**config.mk**
```make
export PLATFORM = sky130hd
export DESIGN_NAME = arbitro_paralelo_serial
export DESIGN_NICKNAME = d
export VERILOG_FILES = /design/src/rtl/arbitro_paralelo_serial_pkg.sv /design/src/rtl/arbitro_paralelo_serial_rr.sv /design/src/rtl/arbitro_paralelo_serial.sv
export SDC_FILE = /design/constraint.sdc
export NUM_CORES = 1
export LEC_CHECK = 0
export CAP_MARGIN = 25
export CELL_PAD_IN_SITES_DETAIL_PLACEMENT = 2
export CELL_PAD_IN_SITES_GLOBAL_PLACEMENT = 2
export CORE_ASPECT_RATIO = 1.75
export CORE_MARGIN = 8
export CORE_UTILIZATION = 28
export DETAILED_ROUTE_END_ITERATION = 12
export HOLD_SLACK_MARGIN = 0.02
export PLACE_DENSITY_LB_ADDON = 0.1
export SYNTH_ARGS = -nofsm -noshare
export SYNTH_HDL_FRONTEND = slang
export SYNTH_SLANG_ARGS = --single-unit
```
**constraint.sdc**
```tcl
create_clock -name clk -period 6.02 [get_ports clk]
set_input_delay 1.204 -clock clk [delete_from_list [all_inputs] [get_ports clk]]
set_output_delay 1.204 -clock clk [all_outputs]
set_load 0.02 [all_outputs]
```
**src/rtl/arbitro_paralelo_serial_pkg.sv**
```systemverilog
// Shared link definitions for the paraleloSerial word-slot scheduler:
// K28.5 comma, default geometry, FSM encodings and the round-robin index helper.
package arbitro_paralelo_serial_pkg;

  localparam int unsigned WORD_BITS_DEF  = 10;
  localparam int unsigned SYNC_WORDS_DEF = 4;
  localparam logic [9:0]  IDLE_WORD_DEF  = 10'b0011111010;

  localparam logic [0:0] ST_SYNC   = 1'b0;
  localparam logic [0:0] ST_ACTIVE = 1'b1;

  // Circular requester index: (base + off) modulo n.
  function automatic int unsigned rrIndex(input int unsigned base, input int unsigned off,
                                          input int unsigned n);
    return (base + off) % n;
  endfunction

endpackage

```
**src/rtl/arbitro_paralelo_serial_rr.sv**
```systemverilog
// Combinational requester selector: first set req at or after ptr (circular).
// Define ARB_FIXED_PRIORITY_EN to select the lowest-index request instead.
module arbitro_rr
  import arbitro_paralelo_serial_pkg::*;
#(
  parameter int unsigned NUM_REQ = 4,
  parameter int unsigned PTR_W   = 2
) (
  input  logic [NUM_REQ-1:0] req,
  input  logic [PTR_W-1:0]   ptr,
  output logic [NUM_REQ-1:0] selOh_c,
  output logic [PTR_W-1:0]   selIdx_c,
  output logic               valid_c
);

  logic [PTR_W-1:0] base;
  logic [PTR_W-1:0] cand;

`ifdef ARB_FIXED_PRIORITY_EN
  assign base = '0;
`else
  assign base = ptr;
`endif

  always_comb begin
    selOh_c  = '0;
    selIdx_c = '0;
    valid_c  = 1'b0;
    cand     = '0;
    for (int unsigned i = 0; i < NUM_REQ; i++) begin
      cand = PTR_W'(rrIndex(32'(base), i, NUM_REQ));
      if (!valid_c && req[cand]) begin
        valid_c        = 1'b1;
        selIdx_c       = cand;
        selOh_c[cand]  = 1'b1;
      end
    end
  end

endmodule

```
**src/rtl/arbitro_paralelo_serial.sv**
```systemverilog
// Word-slot scheduler sharing one serial lane between NUM_REQ requesters,
// one word per WORD_BITS-cycle slot. ARB_FIXED_PRIORITY_EN selects fixed priority.
module arbitro_paralelo_serial
  import arbitro_paralelo_serial_pkg::*;
#(
  parameter int unsigned NUM_REQ    = 4,
  parameter int unsigned WORD_BITS  = WORD_BITS_DEF,
  parameter int unsigned SYNC_WORDS = SYNC_WORDS_DEF,
  parameter logic [WORD_BITS-1:0] IDLE_WORD = WORD_BITS'(IDLE_WORD_DEF)
) (
  input  logic                           clk,
  input  logic                           reset_L,
  input  logic [NUM_REQ-1:0]             req,
  input  logic [NUM_REQ*WORD_BITS-1:0]   datos,
  input  logic                           pausa,
  output logic [WORD_BITS-1:0]           palabra,
  output logic                           carga,
  output logic [NUM_REQ-1:0]             ack,
  output logic [NUM_REQ-1:0]             gnt,
  output logic                           sincronizado,
  output logic [$clog2(WORD_BITS)-1:0]   slot
);

  localparam int unsigned SLOT_W = $clog2(WORD_BITS);
  localparam int unsigned PTR_W  = (NUM_REQ > 1) ? $clog2(NUM_REQ) : 1;
  localparam int unsigned CNT_W  = $clog2(SYNC_WORDS + 1);

  logic [0:0]           state, stateNext;
  logic [CNT_W-1:0]     syncCnt, syncCntNext;
  logic [PTR_W-1:0]     ptr, ptrNext;
  logic [SLOT_W-1:0]    slotNext;
  logic [WORD_BITS-1:0] palabraNext;
  logic                 cargaNext;
  logic [NUM_REQ-1:0]   ackNext, gntNext;
  logic                 sincNext;
  logic                 boundary_c;

  logic [NUM_REQ-1:0]   selOh;
  logic [PTR_W-1:0]     selIdx;
  logic                 selValid;

  arbitro_rr #(
    .NUM_REQ (NUM_REQ),
    .PTR_W   (PTR_W)
  ) u_rr (
    .req      (req),
    .ptr      (ptr),
    .selOh_c  (selOh),
    .selIdx_c (selIdx),
    .valid_c  (selValid)
  );

  assign boundary_c = (slot == SLOT_W'(WORD_BITS - 1));

  // Next-state and next-output logic; everything only moves on the boundary cycle.
  always_comb begin
    stateNext   = state;
    syncCntNext = syncCnt;
    ptrNext     = ptr;
    palabraNext = palabra;
    cargaNext   = 1'b0;
    ackNext     = '0;
    gntNext     = gnt;
    sincNext    = sincronizado;
    slotNext    = boundary_c ? '0 : SLOT_W'(slot + 1'b1);

    if (boundary_c) begin
      cargaNext = 1'b1;
      case (state)
        ST_SYNC: begin
          palabraNext = IDLE_WORD;
          gntNext     = '0;
          syncCntNext = CNT_W'(syncCnt + 1'b1);
          if (syncCnt == CNT_W'(SYNC_WORDS - 1)) begin
            stateNext = ST_ACTIVE;
            sincNext  = 1'b1;
          end
        end
        ST_ACTIVE: begin
          if (pausa || !selValid) begin
            palabraNext = IDLE_WORD;
            gntNext     = '0;
          end else begin
            for (int unsigned i = 0; i < NUM_REQ; i++) begin
              if (selOh[i]) palabraNext = datos[i*WORD_BITS +: WORD_BITS];
            end
            gntNext = selOh;
            ackNext = selOh;
`ifdef ARB_FIXED_PRIORITY_EN
            ptrNext = '0;
`else
            ptrNext = (selIdx == PTR_W'(NUM_REQ - 1)) ? '0 : PTR_W'(selIdx + 1'b1);
`endif
          end
        end
        default: stateNext = ST_SYNC;
      endcase
    end
  end

  // State and output registers; reset restarts link sync from scratch.
  always_ff @(posedge clk) begin
    if (!reset_L) begin
      state        <= ST_SYNC;
      syncCnt      <= '0;
      ptr          <= '0;
      slot         <= '0;
      palabra      <= IDLE_WORD;
      carga        <= 1'b0;
      ack          <= '0;
      gnt          <= '0;
      sincronizado <= 1'b0;
    end else begin
      state        <= stateNext;
      syncCnt      <= syncCntNext;
      ptr          <= ptrNext;
      slot         <= slotNext;
      palabra      <= palabraNext;
      carga        <= cargaNext;
      ack          <= ackNext;
      gnt          <= gntNext;
      sincronizado <= sincNext;
    end
  end

endmodule
```
==> impl_metrics.csv, run 1 <==
group,metric,value,unit
run_status,outcome,"complete, no violations",
power_and_ir_drop,p_leak,1.09,nW
drt,drt_iter0_drc,41,
cts,numCtsBuffers,5,
cts,cts_hold_buf,0,
synth,yosysTopAreaCell,"dfxtp_1",
power_and_ir_drop,p_total,546,uW
sta,fin_skew,4.12,ps
placed_design,dp_hpwl,5770,um
sta,period_share,67.2,%
cells_and_area,antenna_cells,0,
sta,worst_slew_pin_slew,942,ps
grt,grt_usage,14.5,%
sta,slew-limit-headroom,37.2,%
synth,syn-num-nets,280,
die,rows,40,
cells_and_area,area_growth,43.6,%
cts,cts_resized,0,
placed_design,dp_cells,364,
synth,synth-edff-count,0,
cells_and_area,nets,343,
synth,synth_compound_area_share,32.3,%
synth,syn_area_per_cell,8.86,um2
die,die_h,127,um
sta,fin_crit,4050,ps
placed_design,port-buffer-count,70,
power_and_ir_drop,power_density,191,mW/mm2
drt,drt-total-wl,7200,um
drt,vias,1966,
synth,ys_ff_latch,30,
synth,synth_cells,224,
grt,grt_pass1_vias,2308,
power_and_ir_drop,worst_ir_drop_vdd,120,uV
setup_path,cp.arrival,4210,ps
synth,synth_fa_ha_area_share,5.67,%
synth,yosys.area_share.xor_xnor,1.32,%
run,cap_violations,0,
cts,clk_path_buf_depth,2,
die,die_w,79.7,um
setup_path,required,6180,ps
grt,gr-total-overflow,0,
grt,grt_max_degree,24,
synth,synth-simple-area-share,18.1,%
setup_path,path_class,"input port to register",
min_path,hold_path.class,"register to register",
sta,hold_viol,0,
grt,antenna_found_initial,0,
placed_design,postPlaceCellArea,0.00270,mm2
synth,synth.area.top_cells,"dfxtp_1 (30%), ha_1 (5.7%), a2bb2oi_2 (5.3%)",
setup_path,crit_slowest_cell,"a21oi_1",
cts,clockRootBuffer,"clkbuf_16",
synth,ys.flop_type,"dfxtp_1",
cts,clk-insertion-delay-late,280,ps
synth,yosys_warnings,0,
die,dieArea,0.0101,mm2
drt,avgViaCountPerCell,5.28,
cts,cts.sinks,30,
sta,setup_viol,0,
sta,timing.fmax,0.247,GHz
synth,synth_top_family_by_area,"compound AO/OA/AOI/OAI gates",
setup_path,cp_common_cell,"a21oi_1",
synth,synth_top_cell_area_share,30.2,%
synth,seq_area_frac_synth,30.2,%
setup_path,critPathBufInv,1,
cells_and_area,seqCellArea,601,um2
sta,setup_tns,0,ps
cells_and_area,final_layout_size_suffix_gt1_share,10.4,%
cells_and_area,instances_no_fill,372,
sta,grt_setup_unrepaired,"false",
die,start_util,29.0,%
cts,cts_setup_buffers,0,
cells_and_area,final_area,0.00285,mm2
setup_path,crit_fanout,13,
setup_path,endpoint_kind,"register",
drt,drc,0,
cts,cts_tree,"built",
drt,dr.pass1.iters,4,
setup_path,crit_family,"compound AO/OA/AOI/OAI gates",
placed_design,place_congestion,0.731,
cells_and_area,multi_input_area,0.00126,mm2
setup_path,path_cells,"clkdlybuf4s50_1 > mux4_2 > a21oi_1 > a2bb2oi_1 > a21oi_1 > a41o_2 > nand2_4 > a2bb2oi_2",
grt,grt_pass1_wl,11700,um
cts,path_clk_slew,50,ps
die,fp.coreArea,0.00686,mm2
synth,syn_area,0.00199,mm2
setup_path,cp-start-kind,"input port",
synth,synth_cell_types,52,
synth,muxShareOfSynthArea,6.05,%
cells_and_area,fillers,757,
setup_path,crit_path_max_incr_delay,730,ps
synth,async_flop_share,0,%
cells_and_area,fin_util,41.6,%
die,num_io_pins,71,
drt,post_drt_wl_per_cell,19.4,um
cts,htree_levels,2,
sta,report.final.slew_viol_count,0,
drt,drtAntennaViolNets,0,
[cell usage in the layout, fill, tap and decap left out, types with 4 or more instances in the layout]
master / n
a21oi_1: 16
ha_1: 9
o211ai_1: 4
nand3_1: 4
clkbuf_16: 5
o21ai_1: 4
nand2_1: 23
a31o_1: 7
clkdlybuf4s50_1: 70
o21ai_0: 14
a2bb2oi_2: 7
nor2b_1: 4
inv_1: 8
nor2_1: 12
a22oi_1: 5
nand3b_1: 7
dfxtp_1: 30
a21o_1: 5
and2_1: 5
o21a_1: 5
[per-layer routing]
metal | global-route usage (%) | part of all wire [%] | wire length [um]
met2 | 29.2 | 58 | 4200
met3 | 4.21 | 5.4 | 389
met1 | 13.5 | 35 | 2550
met5 | 0 | 0 | 0
met4 | 2.96 | 0.82 | 59
[stage by stage]
step           hold WS (ps)  worst slack (ps)
6_report                458              1970
4_1_cts                 461              1930
3_5_place_dp            443              1660
2_1_floorplan           461              2890
3_3_place_gp            439              1790
5_1_grt                 479              1630
[state kept, by name, summed over array words and instances (netlist names), named ones only]
signal	flops
state	1
slot	4
syncCnt	3
ptr	1
ack	4
gnt	4
sincronizado	1
carga	1
palabra	10
[synth_stat cells (4+ instances only)]
| library cell | number |
|---|---|
| nand3_1 | 4 |
| a2bb2oi_2 | 7 |
| dfxtp_1 | 30 |
| and2_1 | 5 |
| ha_1 | 9 |
| nand3b_1 | 7 |
| o21ai_1 | 4 |
| o211ai_1 | 4 |
| inv_1 | 8 |
| buf_2 | 7 |
| a22oi_1 | 5 |
| a31o_1 | 7 |
| nand2_1 | 23 |
| o21ai_0 | 14 |
| o21a_1 | 5 |
| nor2_1 | 12 |
| nor2b_1 | 4 |
| a21o_1 | 5 |
| a21oi_1 | 16 |
[report_power, final]
group,leakage [nW],switching (mW),internal (mW)
Sequential,0.242,0.00227,0.201
Clock,0.0739,0.0854,0.163
Combinational,0.770,0.0431,0.0506
[logic make-up (layout without fill, tap and decap cells)]
logic type | count (synthesis) | in the layout
compound gates | 83 | 83
simple gates | 68 | 68
flops | 30 | 30
buf+inv | 23 | 87
fa+ha+maj | 9 | 9
mux | 8 | 8
xor+xnor | 3 | 3
[cell type report]
class	instances	share of cell area, %
clock buffers	7	5.00
inverters	8	1.05
well taps	84	3.69
repair buffers	71	24.8
multi-input cells	171	44.2
clock inverters	1	0.176
flip-flops and latches	30	21.1
[worst paths after layout]
kind                  startpoint                 endpoint  slack (ps)  cells past startpoint
min          gnt[3]$_SDFFE_PN0P_      gnt[3]$_SDFFE_PN0P_         460                      1
max                       req[1]  palabra[3]$_SDFFE_PN1P_        1970                      8
min reg2reg  gnt[3]$_SDFFE_PN0P_      gnt[3]$_SDFFE_PN0P_         460                      1
max reg2reg             register  palabra[3]$_SDFFE_PN1P_        2040                      9
(Power assumes the default switching activity.)
==> run 2, diff against run 1 <==
CORE_UTILIZATION = 23   (was 28)
clock period = 3.7 ns   (was 6.02 ns; I/O delays follow)
==> run 2 against run 1 <==
  * Sequential cell count stayed put
  * Global-route usage is 1.9 points lower
  * Via count is 0.41% higher
  * Design area rose by 4.7%
  * Largest cell class unchanged
==> impl_metrics.csv, run 2 (synthesized netlist as in run 1, its figures left out) <==
group,metric,value,unit
cells_and_area,regMostFlops,"palabra",
die,rows,45,
power_and_ir_drop,p_sw_share,24.0,%
die,dieArea,0.0120,mm2
cts,cts.sinks,30,
min_path,hold_path.class,"register to register",
die,start_util,23.2,%
drt,vias,1974,
setup_path,r2r_slack,630,ps
setup_path,timing.rr.end,"palabra[1]$_SDFFE_PN1P_",
cts,htree_levels,2,
cts,cts_hold_buf,0,
grt,grt_pass1_vias,2303,
die,die_w,86.2,um
cts,cts_tree,"built",
cells_and_area,fillers,984,
min_path,hp-start,"sincronizado$_SDFFE_PN0P_",
cts,clockRootBuffer,"clkbuf_16",
drt,dr.pass1.iters,3,
setup_path,endpoint_kind,"register",
sta,grt_setup_unrepaired,"false",
drt,drt-total-wl,7200,um
sta,setup_viol,0,
grt,grt_max_degree,18,
power_and_ir_drop,worst_ir_drop_vdd,158,uV
die,num_io_pins,71,
placed_design,place_congestion,0.678,
cells_and_area,nets,355,
sta,worst_slew_pin_slew,391,ps
min_path,hold-path-cell-count,1,
cells_and_area,layout_commonest_cell,"clkdlybuf4s50_1",
setup_path,path_cells,"clkdlybuf4s50_1 > or3b_1 > a2111o_1 > a21boi_4 > or2_1 > buf_4 > nand2_1 > a31o_1 > a2bb2oi_2",
drt,drt_iter0_drc,62,
power_and_ir_drop,p_clk_share,45.6,%
power_and_ir_drop,p_total,895,uW
die,fp.coreArea,0.00856,mm2
placed_design,port-buffer-count,70,
grt,gr-total-overflow,0,
cells_and_area,final_layout_size_suffix_gt1_share,14.3,%
setup_path,crit_family,"compound AO/OA/AOI/OAI gates",
cts,clk_path_buf_depth,2,
cts,clk-insertion-delay-late,270,ps
power_and_ir_drop,p_seq_share,36.8,%
setup_path,cp.arrival,3430,ps
grt,grt_pass1_wl,12000,um
die,die_h,139,um
power_and_ir_drop,p_leak,1.14,nW
min_path,holdPathEnd,"sincronizado$_SDFFE_PN0P_",
cts,path_clk_slew,50,ps
drt,drc,0,
cells_and_area,fin_util,34.9,%
cts,cts_setup_buffers,0,
setup_path,crit_path_max_incr_delay,660,ps
setup_path,critPathBufInv,2,
setup_path,path_class,"input port to register",
cells_and_area,area_growth,50.4,%
sta,hold_viol,0,
setup_path,r2r.worst_path.cells,10,
sta,report.final.slew_viol_count,0,
cells_and_area,antenna_cells,0,
grt,grt_usage,12.6,%
cells_and_area,final_cell_mix,"clkdlybuf4s50_1 (70), dfxtp_1 (30), nand2_1 (23), a21oi_1 (16), o21ai_0 (14)",
setup_path,crit_fanout,10,
setup_path,required,3910,ps
sta,timing.fmax,0.311,GHz
drt,avgViaCountPerCell,4.73,
sta,period_share,87.0,%
power_and_ir_drop,p_switching,215,uW
setup_path,crit_slowest_cell,"clkdlybuf4s50_1",
power_and_ir_drop,comb_power_share,17.5,%
placed_design,dp_hpwl,5950,um
sta,fin_skew,2.08,ps
run_status,outcome,"complete, no violations",
setup_path,cp-start-kind,"input port",
cts,numCtsBuffers,5,
sta,setup_tns,0,ps
cells_and_area,largest_reg_flops,10,
power_and_ir_drop,internal_power,680,uW
sta,slew-limit-headroom,73.9,%
drt,drtAntennaViolNets,0,
drt,post_drt_wl_per_cell,17.3,um
grt,antenna_found_initial,0,
run,cap_violations,0,
power_and_ir_drop,power_density,300,mW/mm2
cts,cts_resized,0,
sta,fin_crit,3220,ps
[run 2: changes by cell type in the layout (fill, tap and decap cells not counted), sizes merged]
cell and delta:
buf +12, clkbuf -1, clkinvlp +1
[run 2: worst max-delay path by stage]
stage | cells after the start | slack [ps] | to | startpoint
after floorplan | 12 | 700 | palabra[1]$_SDFFE_PN1P_ | register
after global placement | 9 | 240 | palabra[5]$_SDFFE_PN1P_ | req[2]
after detailed placement | 9 | 170 | palabra[1]$_SDFFE_PN1P_ | req[2]
after CTS | 9 | 440 | palabra[1]$_SDFFE_PN1P_ | req[2]
after global routing | 9 | 300 | palabra[8]$_SDFFE_PN0P_ | req[0]
final | 9 | 480 | palabra[1]$_SDFFE_PN1P_ | req[2]
[run 2: layout make-up]
type	count	area [um2]	share of cell area, %
Inverter	8	30.0	1.01
Clock buffer	6	139	4.65
Timing Repair Buffer	83	798	26.7
Multi-Input combinational cell	171	1260	42.2
Sequential cell	30	601	20.1
Tap cell	117	146	4.90
Clock inverter	2	12.5	0.419
[run 2: metrics by stage]
step | hold WS, ps | std cells | setup WS, ps | instance area (um2)
after floorplan | 461 | 224 | 699 | 1990
after detailed placement | 455 | 409 | 175 | 2840
after global routing | 474 | 417 | 298 | 2990
final | 462 | 417 | 482 | 2990
after global placement | 446 | 409 | 241 | 2840
after CTS | 468 | 417 | 439 | 2990
[run 2: per-layer routing]
metal / global-route usage, % / part of all wire (%) / up-vias
met5: 0 / 0 / -
met4: 2.19 / 0.60 / 0
met3: 4.51 / 6.6 / 4
met2: 24.5 / 57 / 52
met1: 12.1 / 36 / 950
li1: - / - / 968
[run 2: power groups by stage]
stage	combinational, mW	clock [mW]	sequential, mW
2_1_floorplan	0.0760	0	0.339
3_3_place_gp	0.159	0	0.337
3_5_place_dp	0.161	0	0.337
4_1_cts	0.161	0.418	0.330
5_1_grt	0.173	0.434	0.330
6_report	0.157	0.408	0.330
[run 2: worst register-to-register path, stage by stage (launching register included)]
cell and delay [ps]:
dfxtp_1 330, inv_1 100, ha_1 480, mux4_2 680, nand3b_1 230, a2bb2oi_2 310, or2_1 260, buf_4 190
nand2_1 60, a31o_1 230, a2bb2oi_2 130
